File: src/rtl/shift_left_multicycle.sv
// Iterative 16-bit left shifter/rotator: one barrel stage (1, 2, 4, 8) per clock, fixed 4-cycle latency.
// Define SHIFT_LEFT_ROTATE_EN to enable rotate-left on Op=1; otherwise every operation is a logical shift.
module shift_left_multicycle (
  input  logic        clk,
  input  logic        rst,
  input  logic        Start,
  input  logic [15:0] In,
  input  logic [3:0]  Cnt,
  input  logic        Op,
  output logic        Busy,
  output logic        Done,
  output logic [15:0] Out
);

  typedef enum logic [2:0] {
    IDLE = 3'd0,
    ST0  = 3'd1,
    ST1  = 3'd2,
    ST2  = 3'd3,
    ST3  = 3'd4
  } state_e;

  state_e      state_q;
  logic [15:0] work_q;
  logic [15:0] work_d;
  logic [15:0] out_q;
  logic [3:0]  cnt_q;
  logic        busy_q;
  logic        done_q;
  logic        rot;

`ifdef SHIFT_LEFT_ROTATE_EN
  logic op_q;
  assign rot = op_q;
`else
  logic unused_op;
  assign unused_op = Op;
  assign rot       = 1'b0;
`endif

  // Stage k shifts by 2^k when cnt bit k is set; rotate wraps the bits shifted out back into the low end.
  always_comb begin
    work_d = work_q;
    case (state_q)
      ST0: if (cnt_q[0]) work_d = {work_q[14:0], rot ? work_q[15]    : 1'b0};
      ST1: if (cnt_q[1]) work_d = {work_q[13:0], rot ? work_q[15:14] : 2'b00};
      ST2: if (cnt_q[2]) work_d = {work_q[11:0], rot ? work_q[15:12] : 4'h0};
      ST3: if (cnt_q[3]) work_d = {work_q[7:0],  rot ? work_q[15:8]  : 8'h00};
      default: work_d = work_q;
    endcase
  end

  always_ff @(posedge clk) begin
    if (rst) begin
      state_q <= IDLE;
      work_q  <= 16'h0000;
      cnt_q   <= 4'h0;
      busy_q  <= 1'b0;
      done_q  <= 1'b0;
      out_q   <= 16'h0000;
`ifdef SHIFT_LEFT_ROTATE_EN
      op_q    <= 1'b0;
`endif
    end else begin
      done_q <= 1'b0;
      case (state_q)
        IDLE: begin
          if (Start) begin
            work_q  <= In;
            cnt_q   <= Cnt;
`ifdef SHIFT_LEFT_ROTATE_EN
            op_q    <= Op;
`endif
            busy_q  <= 1'b1;
            state_q <= ST0;
          end
        end
        ST0: begin
          work_q  <= work_d;
          state_q <= ST1;
        end
        ST1: begin
          work_q  <= work_d;
          state_q <= ST2;
        end
        ST2: begin
          work_q  <= work_d;
          state_q <= ST3;
        end
        ST3: begin
          work_q  <= work_d;
          out_q   <= work_d;
          done_q  <= 1'b1;
          busy_q  <= 1'b0;
          state_q <= IDLE;
        end
        default: begin
          busy_q  <= 1'b0;
          state_q <= IDLE;
        end
      endcase
    end
  end

  assign Busy = busy_q;
  assign Done = done_q;
  assign Out  = out_q;

endmodule

File: config.mk
export PLATFORM = sky130hd
export DESIGN_NAME = shift_left_multicycle
export DESIGN_NICKNAME = d
export VERILOG_FILES = /design/src/rtl/shift_left_multicycle.sv
export SDC_FILE = /design/constraint.sdc
export NUM_CORES = 1
export LEC_CHECK = 0
export BUFFER_PORTS_ARGS = -buffer_cell sky130_fd_sc_hd__buf_4
export CAP_MARGIN = 0
export CORE_MARGIN = 8
export CORE_UTILIZATION = 42
export DETAILED_ROUTE_END_ITERATION = 7
export GPL_ROUTABILITY_DRIVEN = 0
export PLACE_DENSITY_LB_ADDON = 0.2
export SLEW_MARGIN = 20
export SYNTH_ARGS = -nofsm -noshare
export SYNTH_HDL_FRONTEND = slang
export SYNTH_SLANG_ARGS = --single-unit
File: constraint.sdc
create_clock -name clk -period 1.5 [get_ports clk]
set_input_delay 0 -clock clk [delete_from_list [all_inputs] [get_ports clk]]
set_output_delay 0 -clock clk [all_outputs]
set_load 0.1 [all_outputs]
* Word level (Yosys, flattened, before mapping) *
Cells that the tools add are included.

storage, ports and cells
  bits in registers = 41

operators by class
  equal/unequal tests = 5
  mux-type cells = 12
  bitwise logic cells = 1
  reductions and logical operators = 7

operators with widths
  cell                                                  number
  two-way mux 16 bit                                    5
  one-hot mux 16 bit (3 select lines)                   1
  one-hot mux 16 bit (2 select lines)                   1
  one-hot mux 3 bit (4 select lines)                    1
  equality test 3 x 2 -> 1 bit (second input constant)  2
  AND reduction 2 bit                                   3
  OR reduction 4 bit                                    1
  equality test 3 x 1 -> 1 bit (second input constant)  1
  equality test 3 bit (second input constant)           1
  logical NOT 3 bit                                     1
  two-way mux 3 bit                                     1
  OR reduction 3 bit                                    1
  two-way mux 1 bit                                     2
  inequality test 2 bit (second input constant)         1
  one-hot mux 1 bit (2 select lines)                    1
  nonzero test 2 bit                                    1
  inverter 1 bit                                        1

* Depth between registers and ports, before layout *
Gate-level depths: netlist of the first run.

  depth in word-level cells = 4
  gate-level depth with buffers = 7

* Worst setup path after synthesis of the first run *
Ideal clock, no wire load.

  path kind = flip-flop to flip-flop
  start point = register state_q[0]
  end point = register work_q[9]
  setup time = 120 ps
  data arrival time = 1389 ps
  path slack = -10 ps
  stages on the path, launching flop included = 7
  path buffers = 2
  clock period less this slack = 1510 ps
  cells stage by stage = dfxtp_1 or3b_1 buf_6 buf_6 a211oi_1 nor2_1 nor4b_1

on the way
  longest elaborated chain between the ends = 4

RTL lines
  element                                                     RTL line  text
  from (decl)                                                 23        state_e state_q;
  from (signal assigned)                                      55        state_q <= IDLE;
  from (signal assigned)                                      75        state_q <= ST0;
  from (signal assigned)                                      80        state_q <= ST1;
  equality test 3 x 2 -> 1 bit, or another cell as far along  44, 66
  OR reduction 4 bit (no source line)                         n/a
  nonzero test 2 bit (no source line)                         n/a
  AND reduction 2 bit (no source line)                        n/a
  to (signal assigned)                                        69        work_q <= In;
  to (signal assigned)                                        79        work_q <= work_d;
  to (signal assigned)                                        83        work_q <= work_d;
  to (decl)                                                   24        logic [15:0] work_q;

Several ways; a longest one is shown, not always the timed one.
A chain may end at the register's enable or synchronous reset.

* Worst setup path after layout of the first run *
  start point = register state_q[1]
  end point = register work_q[3]

Same word-level chain as after synthesis.

==> impl_metrics.ini, run 1 <==
[run_status]
status = finished, violations left
violations = setup timing

[timing]
maxSlewHeadroom_pct = 68.1
fin_ws_ps = -80.4
finalCriticalPeriod_ps = 1580
finalCritPeriodShare_pct = 105
hold_violations = 0
max_freq_ghz = 0.633
holdWs_ps = 37.5
rsz0062_at_grt = yes
fin_tns_setup_ps = -297
tightest_slew_ps = 479
skew_ps = 6.12
setup_viol_count_final = 9
drv_slew = 0

[synthesis]
syn_nets = 348
syn_area_um2 = 2590
synth_top_area_share_pct = 31.7
synth_top_area_cell = dfxtp_1
synth_common_cells = dfxtp_1 (41), nand2_1 (31), a21oi_1 (29)
ys_seq_elements = 41
synth_edf_count = 0
yosysMostFrequentCell = dfxtp_1
netlist_top_cells_area = dfxtp_1 (32%), mux2i_1 (5.8%), a21oi_1 (5.6%), nand2_1 (4.5%), mux2_2 (4.4%)
synthCells = 324
seq_area_frac_synth_pct = 31.7
ys.flop_type = dfxtp_1
yosysWarnings = 0
syn_avg_cell_area_um2 = 7.99
synth_cell_types = 45
async_reset_ff_share_pct = 0

[routing]
drt-initial-drc-count = 143
dr.pass1.iters = 4
drc = 0
detail_route.vias_per_cell = 5.65
ant_nets = 0
wl_um = 8370
wl_per_cell_um = 17.1
via_count = 2759

[die]
pin_count = 42
die_w_um = 94.5
die_area_um2 = 8930
rows = 28
start_util_pct = 43.4
die_h_um = 94.5
core_area_um2 = 5960

[worst_hold_path]
hold_start = In[6]
min_path_type = in2reg
min_to = work_q[6]
min_path_cells = 3

[worst_setup_path]
worstPathArrival_ps = 1810
r2r_slack_ps = -80
path_class = reg2reg
worstPathRequired_ps = 1730
critical_path.endpoint_type = register
cp_max_fo = 11
r2r-end = work_q[3]
critPathLaunchType = register
rr_startpoint = state_q[1]
ff2ff_path_depth = 6

[cells_and_area]
layout-drive-gt1-share_pct = 39.2
antennaDiodeCount = 0
finalNetCount = 436
syn2layout_area_growth_pct = 45.9
fill_cells = 524

[clock_network]
clk_pin_slew_worst_paths_ps = 80
clkSinkCount = 41
cts_tree = built
max-clock-path-buffers = 2
clk_latency_ps = 300
cts_buffers = 5
cts-htree-levels = 2
root_buffer = clkbuf_8

[power_and_ir_drop]
power_density_nw_per_um2 = 940
ir_worst_vdd_uv = 423
p_total_mw = 3.55
p_leak_nw = 1.52

[grt]
grt_pass1_vias = 2769
grt_pass1_wl_um = 13700
grt_usage_pct = 19.2
grt-ovfl-total = 0
antenna_found_initial = 0
grt_start_max_net_pins = 31

[place]
hpwlAfterDp_um = 5730
io_buffers = 40

[run]
max_cap_violations = 0
## kinds of logic after synthesis
group | synth area share (%)
mux | 10.2
compound gates | 25.4
simple gates | 24.4
flops | 31.7
buf+inv | 7.98
xor+xnor | 0.339
## how the worst max path moves through the flow
stage | end | depth (start not counted) | start
floorplan | work_q[1] | 6 | state_q[2]
global placement | work_q[1] | 6 | state_q[1]
detailed placement | work_q[10] | 7 | state_q[0]
CTS | work_q[3] | 5 | state_q[0]
global route | work_q[3] | 6 | state_q[1]
finish | work_q[3] | 6 | state_q[1]
## timing repair
item / 4_1_cts / 5_1_grt
hold buffers: 8 / 0
resized for setup: 21 / 35
setup buffers: 2 / 9
endpoints found under the hold margin: 8 / 0
endpoints found under the setup margin: 25 / 30
pin swaps: 3 / 5
## worst max-delay path, stage by stage, from the launching register on
cell and delay (ps):
dfxtp_4 370, buf_12 140, buf_12 120, nor3b_4 280, nor2_1 110, a221o_1 340
a31oi_1 140
## metrics by stage
| step | worst slack, ps | cells | utilization [%] | instance area (um2) |
|---|---|---|---|---|
| 3_5_place_dp | -139 | 461 | 54.2 | 3230 |
| 5_1_grt | -145 | 488 | 63.4 | 3780 |
| 6_report | -80.4 | 488 | 63.4 | 3780 |
| 2_1_floorplan | 16.8 | 324 | - | 2600 |
| 3_3_place_gp | -93.2 | 461 | 54.2 | 3230 |
| 4_1_cts | -69.6 | 479 | 59.3 | 3530 |
## report_power, final
part / internal [mW] / switching, mW
Combinational: 0.613 / 0.633
Sequential: 1.19 / 0.163
Clock: 0.543 / 0.406
## state kept, by name (all words and copies together), names as in the netlist
| signal | cells |
|---|---|
| Out | 16 |
| state_q | 3 |
| work_q | 16 |
| Busy | 1 |
| Done | 1 |
| cnt_q | 4 |
## cells in the final DEF (no fill, tap or decap), types with 2 or more instances in the layout
cell and n:
dlygate4sd3_1 8, mux2_2 10, o211ai_1 2, o22a_1 7, a211oi_1 2, a31oi_1 3, clkbuf_8 6, nand2_2 2
a21oi_2 2, mux2i_1 15, nand3_1 13, a221o_1 2, nor4b_4 2, buf_12 6, nand2b_1 5, and2_1 2
dfxtp_2 3, nor3_1 6, nor4b_1 4, o311ai_0 3, nand2_1 29, a211oi_2 8, o22ai_1 8, or2_2 2
o21ai_1 6, a221oi_2 3, o21ai_0 13, dfxtp_1 37, nor3b_1 4, o221ai_2 2, a22oi_1 3, buf_6 8
nor2b_1 11, nor2_1 26, buf_4 89, inv_1 8, a21oi_1 27
## area by class of cell
type	instances	area (um2)	area share (%)
clock inverter	1	30.0	0.795
inverter	8	30.0	0.795
timing repair buffer	111	958	25.4
sequential	41	828	21.9
multi-input combinational	245	1750	46.3
tap	75	93.8	2.49
clock buffer	7	86.3	2.29
## per-layer routing
metal | vias to the layer above | GRT usage, % | routed length [um]
met5 | - | 0 | 0
met4 | 0 | 9.75 | 164
met3 | 13 | 4.29 | 506
met2 | 80 | 30.9 | 4110
met1 | 1304 | 23.4 | 3580
li1 | 1362 | - | -
Note: power is estimated with default switching activity, not from simulation.
==> run 2, diff against run 1 <==
==> constraint.sdc (replaced) <==
create_clock -name clk -period 2 [get_ports clk]
set_input_delay 0 -clock clk [delete_from_list [all_inputs] [get_ports clk]]
set_output_delay 0 -clock clk [all_outputs]
set_load 0.1 [all_outputs]
==> run 2 against run 1 <==
  * The flow now finishes without violations
  * Cell count fell by 10%
  * First-iteration DRC count rose by 31%
  * Utilization fell by 11 points
  * Global-route usage fell by 1.9 points
  * Non-clock buffer count fell by 51
  * Total power fell by 33%
  * Hold slack improved by 12 ps
  * Combinational power fell by 48%
  * Clock power fell by 27%
  * Critical path depth fell by 1
  * Via count fell by 8.5%
  * Highest routed layer unchanged
==> impl_metrics.ini, run 2 (synthesis results as in run 1) <==
[run_status]
status = finished clean

[power_and_ir_drop]
ir_worst_vdd_uv = 356
power_density_nw_per_um2 = 767
p_leak_nw = 1.19

[cells_and_area]
finalNetCount = 385
syn2layout_area_growth_pct = 19.9
layout-drive-gt1-share_pct = 22.7
antennaDiodeCount = 0
fill_cells = 586
multiInputGateArea_um2 = 1560
regArea_um2 = 821
mostFrequentLayoutCells = buf_4 (52), dfxtp_1 (41), nand2_1 (31), a21oi_1 (29), nor2_1 (27)
final_common_cell = buf_4

[worst_setup_path]
crit_path_top_delay_cell = or3_4
path_class = reg2reg
r2r_slack_ps = 200
critPathLaunchType = register
worstSetupEndpoint = work_q[15]
crit_family = compound AO/OA/AOI/OAI gates
worstPathArrival_ps = 1970
rr_startpoint = state_q[0]
critical_path.endpoint_type = register
worstPathRequired_ps = 2170
ff2ff_path_depth = 5
crit_path_cell_trace = buf_4, or3_4, o21a_1, o21ai_0, a211oi_1
r2r-end = work_q[15]
crit_cells = 5
critPathMaxStageDelay_ps = 400
cp_max_fo = 20
critPathBufInv = 1
startpoint = state_q[0]

[die]
die_w_um = 94.5
die_h_um = 94.5
pin_count = 42
core_area_um2 = 5960
die_area_um2 = 8930
rows = 28
start_util_pct = 43.4

[worst_hold_path]
min_path_type = in2reg
min_path_cells = 3

[timing]
setup_viol_count_final = 0
finalCritPeriodShare_pct = 89.9
maxSlewHeadroom_pct = 56.6
max_freq_ghz = 0.556
skew_ps = 12.5
holdWs_ps = 49.8
finalCriticalPeriod_ps = 1800
hold_violations = 0
tightest_slew_ps = 651
rsz0062_at_grt = no
fin_tns_setup_ps = 0
drv_slew = 0

[grt]
grt_pass1_vias = 2462
antenna_found_initial = 0
grt_start_max_net_pins = 31
grt_pass1_wl_um = 12400
grt-ovfl-total = 0
grt_usage_pct = 17.3

[routing]
drc = 0
drt-initial-drc-count = 187
ant_nets = 0
wl_um = 7420
dr.pass1.iters = 4
detail_route.vias_per_cell = 5.78
via_count = 2525
wl_per_cell_um = 17.0

[place]
hpwlAfterDp_um = 5240
io_buffers = 40

[clock_network]
clk_latency_ps = 300
clkSinkCount = 41
cts-htree-levels = 2
cts_tree = built
cts_buffers = 5
cts_setup_buffers = 0
max-clock-path-buffers = 2
clk_pin_slew_worst_paths_ps = 80
root_buffer = clkbuf_8

[run]
max_cap_violations = 0
## run 2: cell count changes in the layout (fill, tap and decap cells not counted), moves of 4 or more
cell | before | now
dfxtp_1 | 37 | 41
buf_12 | 6 | 1
buf_6 | 8 | 0
a211oi_2 | 8 | 0
o21ai_1 | 6 | 0
o21ai_0 | 13 | 20
a211oi_1 | 2 | 10
buf_4 | 89 | 52
## run 2: timing repair
action | in CTS | in global routing
gates resized for setup | 0 | 1
hold buffers | 7 | 0
setup endpoints to repair | 0 | 5
hold endpoints to repair | 7 | 0
## run 2: layout make-up
class	count	area share, %
clock buffer	5	2.22
clock inverter	3	1.49
inverter	8	0.968
multi-input combinational	245	50.4
sequential	41	26.5
tap	75	3.02
timing repair buffer	60	15.5
## run 2: routing by layer
layer  GRT usage [%]  part of all wire [%]
met1            22.0                    46
met4            4.94                   1.3
met2            28.3                    46
met3            4.29                   6.8
met5               0                     0
## run 2: power breakdown
| part | internal [mW] | switching (mW) |
|---|---|---|
| sequential | 0.891 | 0.144 |
| clock | 0.374 | 0.321 |
| combinational | 0.298 | 0.352 |
## run 2: worst min path at each step
stage / from / end / slack (ps)
finish: Start / state_q[0] / 50
global placement: In[0] / work_q[0] / 220
CTS: Start / state_q[0] / 40
floorplan: In[0] / work_q[0] / 130
global route: Start / state_q[0] / 60
detailed placement: In[0] / work_q[0] / 250
## run 2: worst min-delay path, cell delays in order
cell and delay, ps:
buf_4 160, nor2_1 100, nor4_1 50
## run 2: through the flow
stage,power [mW],std cells,worst slack [ps],util [%],cell area (um2)
2_1_floorplan,1.50,324,490,-,2590
3_3_place_gp,1.67,422,208,48.9,2920
3_5_place_dp,1.68,422,137,48.9,2920
4_1_cts,2.39,437,138,52.1,3100
5_1_grt,2.51,437,0.0828,52.1,3100
6_report,2.38,437,201,52.1,3100
==> run 3, diff against run 2 <==
--- a/config.mk
+++ b/config.mk
@@ -12,6 +12,7 @@
 export DETAILED_ROUTE_END_ITERATION = 7
 export GPL_ROUTABILITY_DRIVEN = 0
 export PLACE_DENSITY_LB_ADDON = 0.2
+export RECOVER_POWER = 50
 export SLEW_MARGIN = 20
 export SYNTH_ARGS = -nofsm -noshare
 export SYNTH_HDL_FRONTEND = slang
==> run 3 against run 2 <==
  * Critical path depth is the same
  * Sequential power hardly changed
  * Design area decreased by 2.6%
  * Fmax shrank 4.3%
  * Sequential share of layout area grew 0.70 points
  * Clock skew is essentially flat
  * Non-clock buffer count unchanged
  * Clock power about the same
  * Die area did not move
  * Register-to-register slack worse by 80 ps
  * Utilization fell by 1.3 points
  * Critical path type unchanged
  * Largest cell class unchanged
==> impl_metrics.ini, run 3 (synthesis results as in run 1) <==
[timing]
setup_viol_count_final = 0
fin_ws_ps = 120
max_freq_ghz = 0.532
tightest_slew_ps = 1180
finalCriticalPeriod_ps = 1880
skew_ps = 12.3
drv_slew = 0
hold_violations = 0
fin_tns_setup_ps = 0
maxSlewHeadroom_pct = 21.9
finalCritPeriodShare_pct = 94.0
rsz0062_at_grt = no

[cells_and_area]
fill_cells = 598
finalNetCount = 385
syn2layout_area_growth_pct = 16.8
antennaDiodeCount = 0
layout-drive-gt1-share_pct = 17.1
mostFrequentLayoutCells = dfxtp_1 (41), buf_4 (32), nand2_1 (31), a21oi_1 (29), nor2_1 (27)
final_common_cell = dfxtp_1
final_area_um2 = 3020

[worst_setup_path]
crit_path_top_delay_cell = nor4b_1
path_class = reg2reg
critical_path.endpoint_type = register
critPathLaunchType = register
worstPathRequired_ps = 2180
worstPathArrival_ps = 2060
critPathMaxStageDelay_ps = 760
crit_path_cell_trace = buf_4, nor4b_1, a221oi_1, nand3_1, o22ai_1
cp_max_fo = 14

[run_status]
status = finished clean

[place]
place_ws_ps = 137
io_buffers = 40
dpl_cell_area_um2 = 2920
hpwlAfterDp_um = 5240

[clock_network]
max-clock-path-buffers = 2
clkSinkCount = 41
cts_buffers = 5
clk_pin_slew_worst_paths_ps = 90
cts-htree-levels = 2
clk_latency_ps = 310
cts_tree = built
root_buffer = clkbuf_8

[grt]
grt_use_met3_pct = 4.29
met2_usage_pct = 28.3
grt-ovfl-total = 0
grt_use_met1_pct = 22.0
antenna_found_initial = 0
grt_usage_pct = 17.3
grt_start_max_net_pins = 31
grt_pass1_wl_um = 12400
grt_pass1_vias = 2462
gr-max-usage-layer = met2

[run]
max_cap_violations = 0

[worst_hold_path]
min_path_type = in2reg

[die]
start_util_pct = 43.4
die_w_um = 94.5
die_h_um = 94.5
die_area_um2 = 8930
rows = 28
pin_count = 42
core_area_um2 = 5960

[routing]
ant_nets = 0
wl_per_cell_um = 17.0
drt-initial-drc-count = 170
wl_um = 7440
drc = 0
via_count = 2540
detail_route.vias_per_cell = 5.81
dr.pass1.iters = 4

[power_and_ir_drop]
p_leak_nw = 1.11
power_density_nw_per_um2 = 784
ir_worst_vdd_uv = 354
-- run 3: what timing repair did --
action                                 4_1_cts  5_1_grt
setup endpoints to repair                    0        5
buffers inserted                             0        0
endpoints found under the hold margin        7        0
resized for setup                            0        1
hold buffers                                 7        0
-- run 3: area by class of cell --
type / count / area (um2) / share of cell area, %
repair buffers: 60 / 407 / 13.5
clock inverters: 3 / 46.3 / 1.53
flip-flops and latches: 41 / 821 / 27.2
well taps: 75 / 93.8 / 3.10
inverters: 8 / 30.0 / 0.993
clock buffers: 5 / 68.8 / 2.28
multi-input cells: 245 / 1560 / 51.5
-- run 3: final timing paths --
path	startpoint	endpoint	slack, ps	cells past startpoint
max reg2reg	state_q[2]	work_q[7]	120	5
max	state_q[2]	work_q[7]	120	5
min reg2reg	Out[5]	Out[5]	460	2
min	Start	state_q[0]	40	3
-- run 3: power by group --
group / internal, mW / leakage (nW) / switching (mW)
logic: 0.289 / 0.715 / 0.351
registers: 0.891 / 0.336 / 0.144
clock network: 0.374 / 0.0543 / 0.323
-- run 3: routing by layer --
metal  up-vias  routed length, um
met5         -                  0
met4         0                108
met3        13                565
met2        89               3390
met1      1179               3380
li1       1259                  -
-- run 3: metrics by stage --
stage	util (%)	power [mW]	hold WS [ps]	std cells
2_1_floorplan	-	1.50	130	324
3_3_place_gp	48.9	1.67	219	422
3_5_place_dp	48.9	1.68	251	422
4_1_cts	52.1	2.39	41.5	437
5_1_grt	50.8	2.50	62.3	437
6_report	50.8	2.37	43.8	437
-- run 3: worst max-delay path: cells and delay by family, from the launching register on --
family                 cells  cell delay [ps]
and+or+nand+nor            2              900
AOI/OAI and AO/OA          2              350
buffers and inverters      1              180
DFF                        1              330
